<file path="config.mk">
export PLATFORM = sky130hd
export DESIGN_NAME = hamming_decode
export DESIGN_NICKNAME = d
export VERILOG_FILES = /design/src/rtl/hamming_decode_pkg.sv /design/src/rtl/hamming_syndrome.sv /design/src/rtl/hamming_decode.sv
export SDC_FILE = /design/constraint.sdc
export NUM_CORES = 1
export LEC_CHECK = 0
export ABC_AREA = 1
export BUFFER_PORTS_ARGS = -buffer_cell sky130_fd_sc_hd__buf_2
export CORE_MARGIN = 3
export CORE_UTILIZATION = 40
export CTS_CLUSTER_DIAMETER = 40
export CTS_CLUSTER_SIZE = 16
export DETAILED_ROUTE_END_ITERATION = 10
export PLACE_DENSITY = 0.71
export SLEW_MARGIN = 20
export SYNTH_ARGS = -nofsm -noshare
export SYNTH_HDL_FRONTEND = slang
export SYNTH_SLANG_ARGS = --single-unit
</file>
<file path="constraint.sdc">
create_clock -name clk_i -period 3.5 [get_ports clk_i]
set_input_delay 0.7 -clock clk_i [delete_from_list [all_inputs] [get_ports clk_i]]
set_output_delay 0.7 -clock clk_i [all_outputs]
set_load 0.05 [all_outputs]
</file>
<file path="src/rtl/hamming_decode_pkg.sv">
// Shared SECDED codeword layout helpers and decode status, used by encoder and decoder alike.
package hamming_decode_pkg;

   typedef enum logic [1:0] {
      StatClean,
      StatCorrected,
      StatUncorrectable
   } status_e;

   // Smallest P with 2^P >= data_width + P + 1.
   function automatic int unsigned parity_width(input int unsigned data_width);
      int unsigned p;
      p = 0;
      for (int unsigned i = 31; i > 0; i--) begin
         if ((32'd1 << i) >= data_width + i + 1) p = i;
      end
      return p;
   endfunction

   function automatic int unsigned coded_width(input int unsigned data_width);
      return data_width + parity_width(data_width) + 1;
   endfunction

   // Position 0 (overall parity) and every power of two hold check bits.
   function automatic logic is_parity_pos(input int unsigned pos);
      return (pos & (pos - 1)) == 0;
   endfunction

   // Codeword position of data bit k (data fills non-parity slots in ascending order).
   function automatic int unsigned data_pos(input int unsigned k);
      int unsigned n;
      int unsigned pos;
      n   = 0;
      pos = 0;
      for (int unsigned i = 1; i < 1024; i++) begin
         if (!is_parity_pos(i)) begin
            if (n == k && pos == 0) pos = i;
            n++;
         end
      end
      return pos;
   endfunction

endpackage

</file>
<file path="src/rtl/hamming_syndrome.sv">
// Combinational Hamming syndrome and overall parity of a SECDED codeword.
module hamming_syndrome #(
   parameter int unsigned CODED_WIDTH  = 39,
   parameter int unsigned PARITY_WIDTH = 6
) (
   input  logic [CODED_WIDTH-1:0]  code_i,
   output logic [PARITY_WIDTH-1:0] syndrome_o,
   output logic                    parity_o
);

   // Syndrome is the XOR of the indices of every set bit above the overall-parity bit.
   always_comb begin
      syndrome_o = '0;
      for (int unsigned i = 1; i < CODED_WIDTH; i++) begin
         if (code_i[i]) syndrome_o = syndrome_o ^ PARITY_WIDTH'(i);
      end
   end

   assign parity_o = ^code_i;

endmodule

</file>
<file path="src/rtl/hamming_decode.sv">
// Two-stage pipelined SECDED decoder with valid/ready handshake and saturating error counters.
module hamming_decode
   import hamming_decode_pkg::*;
#(
   parameter int unsigned  DATA_WIDTH   = 32,
   parameter int unsigned  CNT_WIDTH    = 16,
   localparam int unsigned PARITY_WIDTH = parity_width(DATA_WIDTH),
   localparam int unsigned CODED_WIDTH  = coded_width(DATA_WIDTH)
) (
   input  logic                    clk_i,
   input  logic                    rst_i,
   input  logic                    in_valid_i,
   output logic                    in_ready_o,
   input  logic [CODED_WIDTH-1:0]  code_in_i,
   output logic                    out_valid_o,
   input  logic                    out_ready_i,
   output logic [DATA_WIDTH-1:0]   data_out_o,
   output logic                    corrected_o,
   output logic                    uncorrectable_o,
   output logic [PARITY_WIDTH-1:0] syndrome_o,
   input  logic                    clr_cnt_i,
   output logic [CNT_WIDTH-1:0]    corr_cnt_o,
   output logic [CNT_WIDTH-1:0]    uncorr_cnt_o
);

   logic                    s1_valid_q;
   logic [DATA_WIDTH-1:0]   s1_data_q;
   logic [PARITY_WIDTH-1:0] s1_syn_q;
   logic                    s1_par_q;

   logic                    s2_valid_q;
   logic [DATA_WIDTH-1:0]   data_q;
   logic                    corrected_q;
   logic                    uncorr_q;
   logic [PARITY_WIDTH-1:0] syn_q;

   logic [CNT_WIDTH-1:0]    corr_cnt_q, corr_cnt_d;
   logic [CNT_WIDTH-1:0]    uncorr_cnt_q, uncorr_cnt_d;

   logic                    s1_adv, s2_adv, out_fire;
   logic [PARITY_WIDTH-1:0] in_syn;
   logic                    in_par;
   logic [DATA_WIDTH-1:0]   in_data;
   logic [DATA_WIDTH-1:0]   s1_flip;
   logic [DATA_WIDTH-1:0]   data_fix;
   status_e                 s1_status;

   assign s2_adv     = !s2_valid_q || out_ready_i;
   assign s1_adv     = !s1_valid_q || s2_adv;
   assign out_fire   = s2_valid_q && out_ready_i;
   assign in_ready_o = s1_adv;

   hamming_syndrome #(
      .CODED_WIDTH (CODED_WIDTH),
      .PARITY_WIDTH(PARITY_WIDTH)
   ) u_syndrome (
      .code_i    (code_in_i),
      .syndrome_o(in_syn),
      .parity_o  (in_par)
   );

   // Only the data field is carried forward; a flip is applied where the syndrome
   // names a data position. Check-bit flips leave the payload untouched.
   for (genvar k = 0; k < DATA_WIDTH; k++) begin : g_data
      localparam int unsigned Pos = data_pos(k);
      assign in_data[k] = code_in_i[Pos];
      assign s1_flip[k] = (s1_syn_q == PARITY_WIDTH'(Pos));
   end

   always_comb begin
      s1_status = StatClean;
      if (s1_par_q) begin
         if (32'(s1_syn_q) < CODED_WIDTH) s1_status = StatCorrected;
         else                             s1_status = StatUncorrectable;
      end else if (s1_syn_q != '0) begin
         s1_status = StatUncorrectable;
      end
   end

   assign data_fix = (s1_status == StatCorrected) ? (s1_data_q ^ s1_flip) : s1_data_q;

   always_ff @(posedge clk_i) begin
      if (rst_i) begin
         s1_valid_q  <= 1'b0;
         s1_data_q   <= '0;
         s1_syn_q    <= '0;
         s1_par_q    <= 1'b0;
         s2_valid_q  <= 1'b0;
         data_q      <= '0;
         corrected_q <= 1'b0;
         uncorr_q    <= 1'b0;
         syn_q       <= '0;
      end else begin
         if (s1_adv) begin
            s1_valid_q <= in_valid_i;
            if (in_valid_i) begin
               s1_data_q <= in_data;
               s1_syn_q  <= in_syn;
               s1_par_q  <= in_par;
            end
         end
         if (s2_adv) begin
            s2_valid_q <= s1_valid_q;
            if (s1_valid_q) begin
               data_q      <= data_fix;
               corrected_q <= (s1_status == StatCorrected);
               uncorr_q    <= (s1_status == StatUncorrectable);
               syn_q       <= s1_syn_q;
            end
         end
      end
   end

   // Clear wins over a same-cycle increment; counts stick at all-ones.
   always_comb begin
      corr_cnt_d   = corr_cnt_q;
      uncorr_cnt_d = uncorr_cnt_q;
      if (clr_cnt_i) begin
         corr_cnt_d   = '0;
         uncorr_cnt_d = '0;
      end else if (out_fire) begin
         if (corrected_q && corr_cnt_q != '1)  corr_cnt_d   = corr_cnt_q + 1'b1;
         if (uncorr_q && uncorr_cnt_q != '1)   uncorr_cnt_d = uncorr_cnt_q + 1'b1;
      end
   end

   always_ff @(posedge clk_i) begin
      if (rst_i) begin
         corr_cnt_q   <= '0;
         uncorr_cnt_q <= '0;
      end else begin
         corr_cnt_q   <= corr_cnt_d;
         uncorr_cnt_q <= uncorr_cnt_d;
      end
   end

   assign out_valid_o     = s2_valid_q;
   assign data_out_o      = data_q;
   assign corrected_o     = corrected_q;
   assign uncorrectable_o = uncorr_q;
   assign syndrome_o      = syn_q;
   assign corr_cnt_o      = corr_cnt_q;
   assign uncorr_cnt_o    = uncorr_cnt_q;

endmodule
</file>
## Word-level counts from Yosys, hierarchy flattened

Index checks and enable logic that the tools add are counted.

| operators by class | value |
|---|---|
| add/subtract/negate cells | 2 |
| order comparisons | 1 |
| equality and inequality tests | 36 |
| multiplexer cells | 42 |
| bitwise operators | 38 |
| reduce and logical (&&, ||, !) cells | 14 |

Operator list:

| operator | count |
|---|---|
| 6-bit by 5-bit equality test with 1-bit output, second input constant | 15 |
| 5-bit two-way mux | 16 |
| 6-bit by 4-bit equality test with 1-bit output, second input constant | 7 |
| 6-bit two-way mux | 7 |
| 3-bit NOT | 13 |
| 39-bit parity | 1 |
| 6-bit equality test, second input constant | 6 |
| 16-bit by 1-bit adder with 16-bit output, second input constant | 2 |
| 32-bit two-way mux | 1 |
| 4-bit two-way mux | 8 |
| 16-bit != test, second input constant | 2 |
| 32-bit bitwise XOR | 1 |
| 2-bit NOT | 13 |
| 4-bit NOT | 5 |
| 6-bit by 3-bit equality test with 1-bit output, second input constant | 3 |
| 3-bit two-way mux | 4 |
| 2-bit two-way mux | 5 |
| 2-bit AND reduction | 4 |
| 6-bit by 2-bit equality test with 1-bit output, second input constant | 1 |
| 6-bit < comparator, second input constant | 1 |
| 6-bit nonzero test | 1 |
| 1-bit NOT, first input constant | 5 |
| 5-bit NOT | 1 |
| 1-bit logical AND | 3 |
| 6 further kinds | 8 |

| storage, ports and cells | value |
|---|---|
| register bits after elaboration | 113 |
| bits of input ports | 44 |
| output and inout bits | 74 |

## Depth between registers and ports, before layout

| logic depth | value |
|---|---|
| depth after elaboration | 70 |
| gate-level depth with buffers | 16 |

## Hierarchy

From an unflattened synthesis, not the netlist that was laid out.

| second synthesis, totals | value |
|---|---|
| cells, all modules | 1033 |
| area total of the unflattened synthesis | 6677.7 um^2 |

Modules (own cells, without submodules):

| module | times used | cells an instance | area each (um^2) |
|---|---|---|---|
| hamming_decode | 1 | 748 | 5353.9 |
| hamming_syndrome | 1 | 285 | 1323.8 |

## Worst setup path before layout

No wires, ideal clock.

| path | value |
|---|---|
| path type | register to register |
| start | register s2_valid_q, in the netlist out_valid_o |
| end | register s1_par_q |
| data arrival time | 2.151 ns |
| data required time | 3.436 ns |
| path slack | 1.285 ns |
| cell stages (with the launch flop) | 8 |
| buffers on the path | 1 |
| clock period less this slack | 2.215 ns |
| cell sequence | dfxtp_1 -> nand3_1 -> nand2_1 -> inv_2 -> clkbuf_1 -> o21ai_0 -> a21oi_1 -> nor2_1 |

| between the ends | value |
|---|---|
| longest elaborated chain between the ends | 4 |

Ends and longest elaborated chain:

| what | RTL line | text |
|---|---|---|
| start, declared | hamming_decode.sv:31 | `logic s2_valid_q;` |
| start signal, assigned | hamming_decode.sv:103 | `s2_valid_q <= s1_valid_q;` |
| 1-bit logical NOT | hamming_decode.sv:48 | `assign s2_adv = !s2_valid_q \|\| out_ready_i;` |
| 1-bit logical OR | hamming_decode.sv:48 |  |
| 1-bit logical OR | hamming_decode.sv:49 | `assign s1_adv = !s1_valid_q \|\| s2_adv;` |
| net in_ready_o | hamming_decode.sv:13 | `output logic in_ready_o,` |
| 2-bit AND reduction (no source line) | -- |  |
| end signal, assigned | hamming_decode.sv:99 | `s1_par_q <= in_par;` |
| end, declared | hamming_decode.sv:29 | `logic s1_par_q;` |

The timed path passes the listed nets, and every way through them passes these cells.
A chain may end at the register's enable or synchronous reset.

## Final worst setup path

| path | value |
|---|---|
| start | register uncorr_cnt_q[0], in the netlist uncorr_cnt_o[0] |
| end | register uncorr_cnt_q[5], in the netlist uncorr_cnt_o[5] |

| between the ends | value |
|---|---|
| longest elaborated chain between the ends | 3 |
| elaborated cells between the ends (all ways) | 4 |
| those cells by class | add/sub (1); eq/ne (1); reduce/logical (2) |

Ends and longest elaborated chain:

| what | RTL line | text |
|---|---|---|
| start, declared | hamming_decode.sv:38 | `logic [CNT_WIDTH-1:0] uncorr_cnt_q, uncorr_cnt_d;` |
| start signal, assigned | hamming_decode.sv:133 | `uncorr_cnt_q <= uncorr_cnt_d;` |
| branches (longest 3 deep; another with 16-bit by 1-bit adder with 16-bit output) | -- |  |

Parallel ways; which one is timed is not known.

==> impl_metrics.ini <==
[status]
status = complete, no violations

[timing]
setup_tns_ns = 0
finalMaxSlewViolations = 0
period_share = 0.635
min_period_ns = 2.22
holdWs_ns = 0.457
setup_viol = 0
skew_ns = 0.00547
hold_viol_final = 0
fmax_mhz = 450
relSlewSlack = 0.464
worst_pin_slew_ns = 0.803
rsz0062_at_grt = false

[route]
viasPerCell = 4.75
drt-initial-drc-count = 404
drt_wl_total_mm = 16.8
antenna_left = 0
wl_per_cell_microns = 13.0
drt-pass1-iter-count = 5
drc = 0
via_count = 6139

[power_and_ir_drop]
p_seq_frac = 0.359
power_leakage_nw = 3.69
ir_drop_uv = 346
p_sw_mw = 1.18
power_frac_clock = 0.453
p_int_mw = 2.77
p_per_area_mw_per_mm2 = 511
power_frac_comb = 0.189
swShare = 0.300

[yosys]
async_flop_share = 0
yosysUniqueCellTypes = 39
synth_seq_cells = 113
syn_avg_cell_area_sq_um = 6.66
synth_nets = 1008
yosys_warnings = 0
synth_edf_count = 0
synth_cells = 962
synth_flop_cell = dfxtp_1
synthesis.area_sq_mm = 0.00641
yosysSeqAreaShare = 0.353

[global_routing]
grt_pass1_wl_mm = 27.0
grt.total_usage = 0.188
grt_max_degree = 54
grt_overflow = 0
grt_pass1_vias = 5525
grt_antenna_before_repair = 0

[clock_tree]
cts-root-buf = clkbuf_16
cts_resized = 0
htree_num_levels = 4
cts_setup_buffers = 0
holdBufCountCts = 0
cts_buffers = 17
tritoncts = done
cts.sinks = 113
clkLatencyLatePin_ns = 0.41
clkTransAtPathRegs_ns = 0.06
clk_path_buf_depth = 2

[floorplan]
ios = 118
start_util = 0.415
dieArea_sq_mm = 0.0176
die_w_microns = 133
core_area_sq_mm = 0.0154
die_h_microns = 133
rows = 45

[critical_path]
r2r-start = uncorr_cnt_o[0]$_SDFFE_PP0P_
end_kind = register
start_kind = register
path_max_fanout = 13
path_class = register to register
cp.arrival_ns = 2.51
critPathLaunch = uncorr_cnt_o[0]$_SDFFE_PP0P_
r2r_cells = 9
required_ns = 3.79

[place]
dp_cells = 1260
numPortBuffers = 117
dp_hpwl_mm = 12.8
place.gp.congestion = 0.925

[cells_and_area]
drive_gt1_frac = 0.159
area_growth_pct = 20.6
antenna_cells = 0
num-nets-final = 1114
stdcell_count = 1292
final_util = 0.501

[min_path]
hp-class = register to register
whs_path_depth = 2
hp-start = corr_cnt_o[4]$_SDFFE_PP0P_

[run]
cap_violations = 0
## layer usage
| metal | part of all wire | up-vias | wire [microns] | global-route usage |
|---|---|---|---|---|
| li1 | - | 3248 | - | - |
| met5 | 0 | - | 0 | 0 |
| met3 | 0.050 | 24 | 834 | 0.0388 |
| met4 | 0.019 | 0 | 324 | 0.0652 |
| met2 | 0.45 | 164 | 7570 | 0.299 |
| met1 | 0.48 | 2703 | 8110 | 0.255 |
## power groups by stage
stage | combinational, mW | clock, mW | sequential [mW]
2_1_floorplan | 0.455 | 0 | 1.55
3_3_place_gp | 0.732 | 0 | 1.44
3_5_place_dp | 0.741 | 0 | 1.44
4_1_cts | 0.746 | 1.82 | 1.42
5_1_grt | 0.837 | 1.85 | 1.42
6_report | 0.745 | 1.79 | 1.42
## path summary, 6_finish.rpt
kind	to	slack, ns
max	uncorr_cnt_o[5]$_SDFFE_PP0P_	1.28
min reg2reg	corr_cnt_o[4]$_SDFFE_PP0P_	0.46
min	corr_cnt_o[4]$_SDFFE_PP0P_	0.46
max reg2reg	uncorr_cnt_o[5]$_SDFFE_PP0P_	1.28
## Yosys cell counts (2+ instances only)
| cell type | instances | area share |
|---|---|---|
| nor2_1 | 157 | 0.092 |
| a211oi_1 | 2 | 0.0023 |
| inv_1 | 110 | 0.064 |
| a21oi_1 | 54 | 0.042 |
| nand4_1 | 8 | 0.0078 |
| buf_2 | 9 | 0.0070 |
| ha_1 | 2 | 0.0039 |
| nand3b_1 | 2 | 0.0023 |
| buf_4 | 2 | 0.0023 |
| o21ai_0 | 79 | 0.062 |
| dfxtp_1 | 113 | 0.35 |
| nor4_1 | 3 | 0.0029 |
| nor3_1 | 11 | 0.0086 |
| nand2_1 | 210 | 0.12 |
| xor2_1 | 38 | 0.052 |
| o221ai_1 | 5 | 0.0068 |
| nand3_1 | 58 | 0.045 |
| buf_6 | 2 | 0.0035 |
| nand2_2 | 3 | 0.0029 |
| nor4_4 | 2 | 0.0066 |
| xnor2_1 | 50 | 0.068 |
| inv_2 | 4 | 0.0023 |
| o21ai_1 | 2 | 0.0016 |
| clkbuf_1 | 21 | 0.012 |
## registers in the layout, summed over array words and instances (netlist names), 6 cells and up
signal	cells
corr_cnt_o	16
s1_data_q	32
data_out_o	32
syndrome_o	6
uncorr_cnt_o	16
s1_syn_q	6
## cells in the final DEF (no fill, tap or decap), types with 2 or more instances in the layout
cell type,instances
nand2_1,210
nor2_1,157
buf_2,117
dfxtp_1,113
inv_1,110
o21ai_0,79
nand3_1,58
a21oi_1,54
xnor2_1,50
xor2_1,38
clkbuf_16,17
nor3_1,11
nand4_1,8
buf_4,6
o221ai_1,5
inv_2,4
clkinvlp_4,4
nand2_2,3
nor4_1,3
clkbuf_8,3
bufinv_16,3
nor4_4,2
inv_6,2
nand3b_1,2
o21ai_1,2
a211oi_1,2
ha_1,2
clkinv_4,2
clkinv_2,2
## through the flow
stage               total power, mW  area, sq um  setup WS [ns]
floorplan                      2.00         6410           1.29
global placement               2.17         7110           1.19
detailed placement             2.18         7110           1.15
CTS                            3.98         7730           1.27
global route                   4.12         7730           1.00
finish                         3.95         7730           1.28
## critical path: stages (launching register included)
cell	delay (ns)
dfxtp_1	0.40
ha_1	0.19
inv_1	0.08
nor4_4	0.35
nand3_1	0.12
nand2_1	0.35
inv_2	0.22
nand2_1	0.17
o21ai_0	0.08
nor3b_2	0.15
## logic make-up after synthesis
group                    count (synthesis)  synth area share
flip-flops                             113             0.353
AND/OR/NAND/NOR                        461             0.302
AO/OA/AOI/OAI                          145             0.118
XOR/XNOR                                89             0.123
buffers and inverters                  152            0.0996
adder cells (fa/ha/maj)                  2           0.00390
## area by class of cell
| cell class | count | area [sq um] |
|---|---|---|
| Clock inverter | 12 | 156 |
| Inverter | 116 | 440 |
| Clock buffer | 20 | 467 |
| Tap cell | 211 | 264 |
| Multi-Input combinational cell | 697 | 3510 |
| Timing Repair Buffer | 123 | 631 |
| Fill cell | 1567 | 7700 |
| Sequential cell | 113 | 2260 |
(Power assumes the default switching activity.)
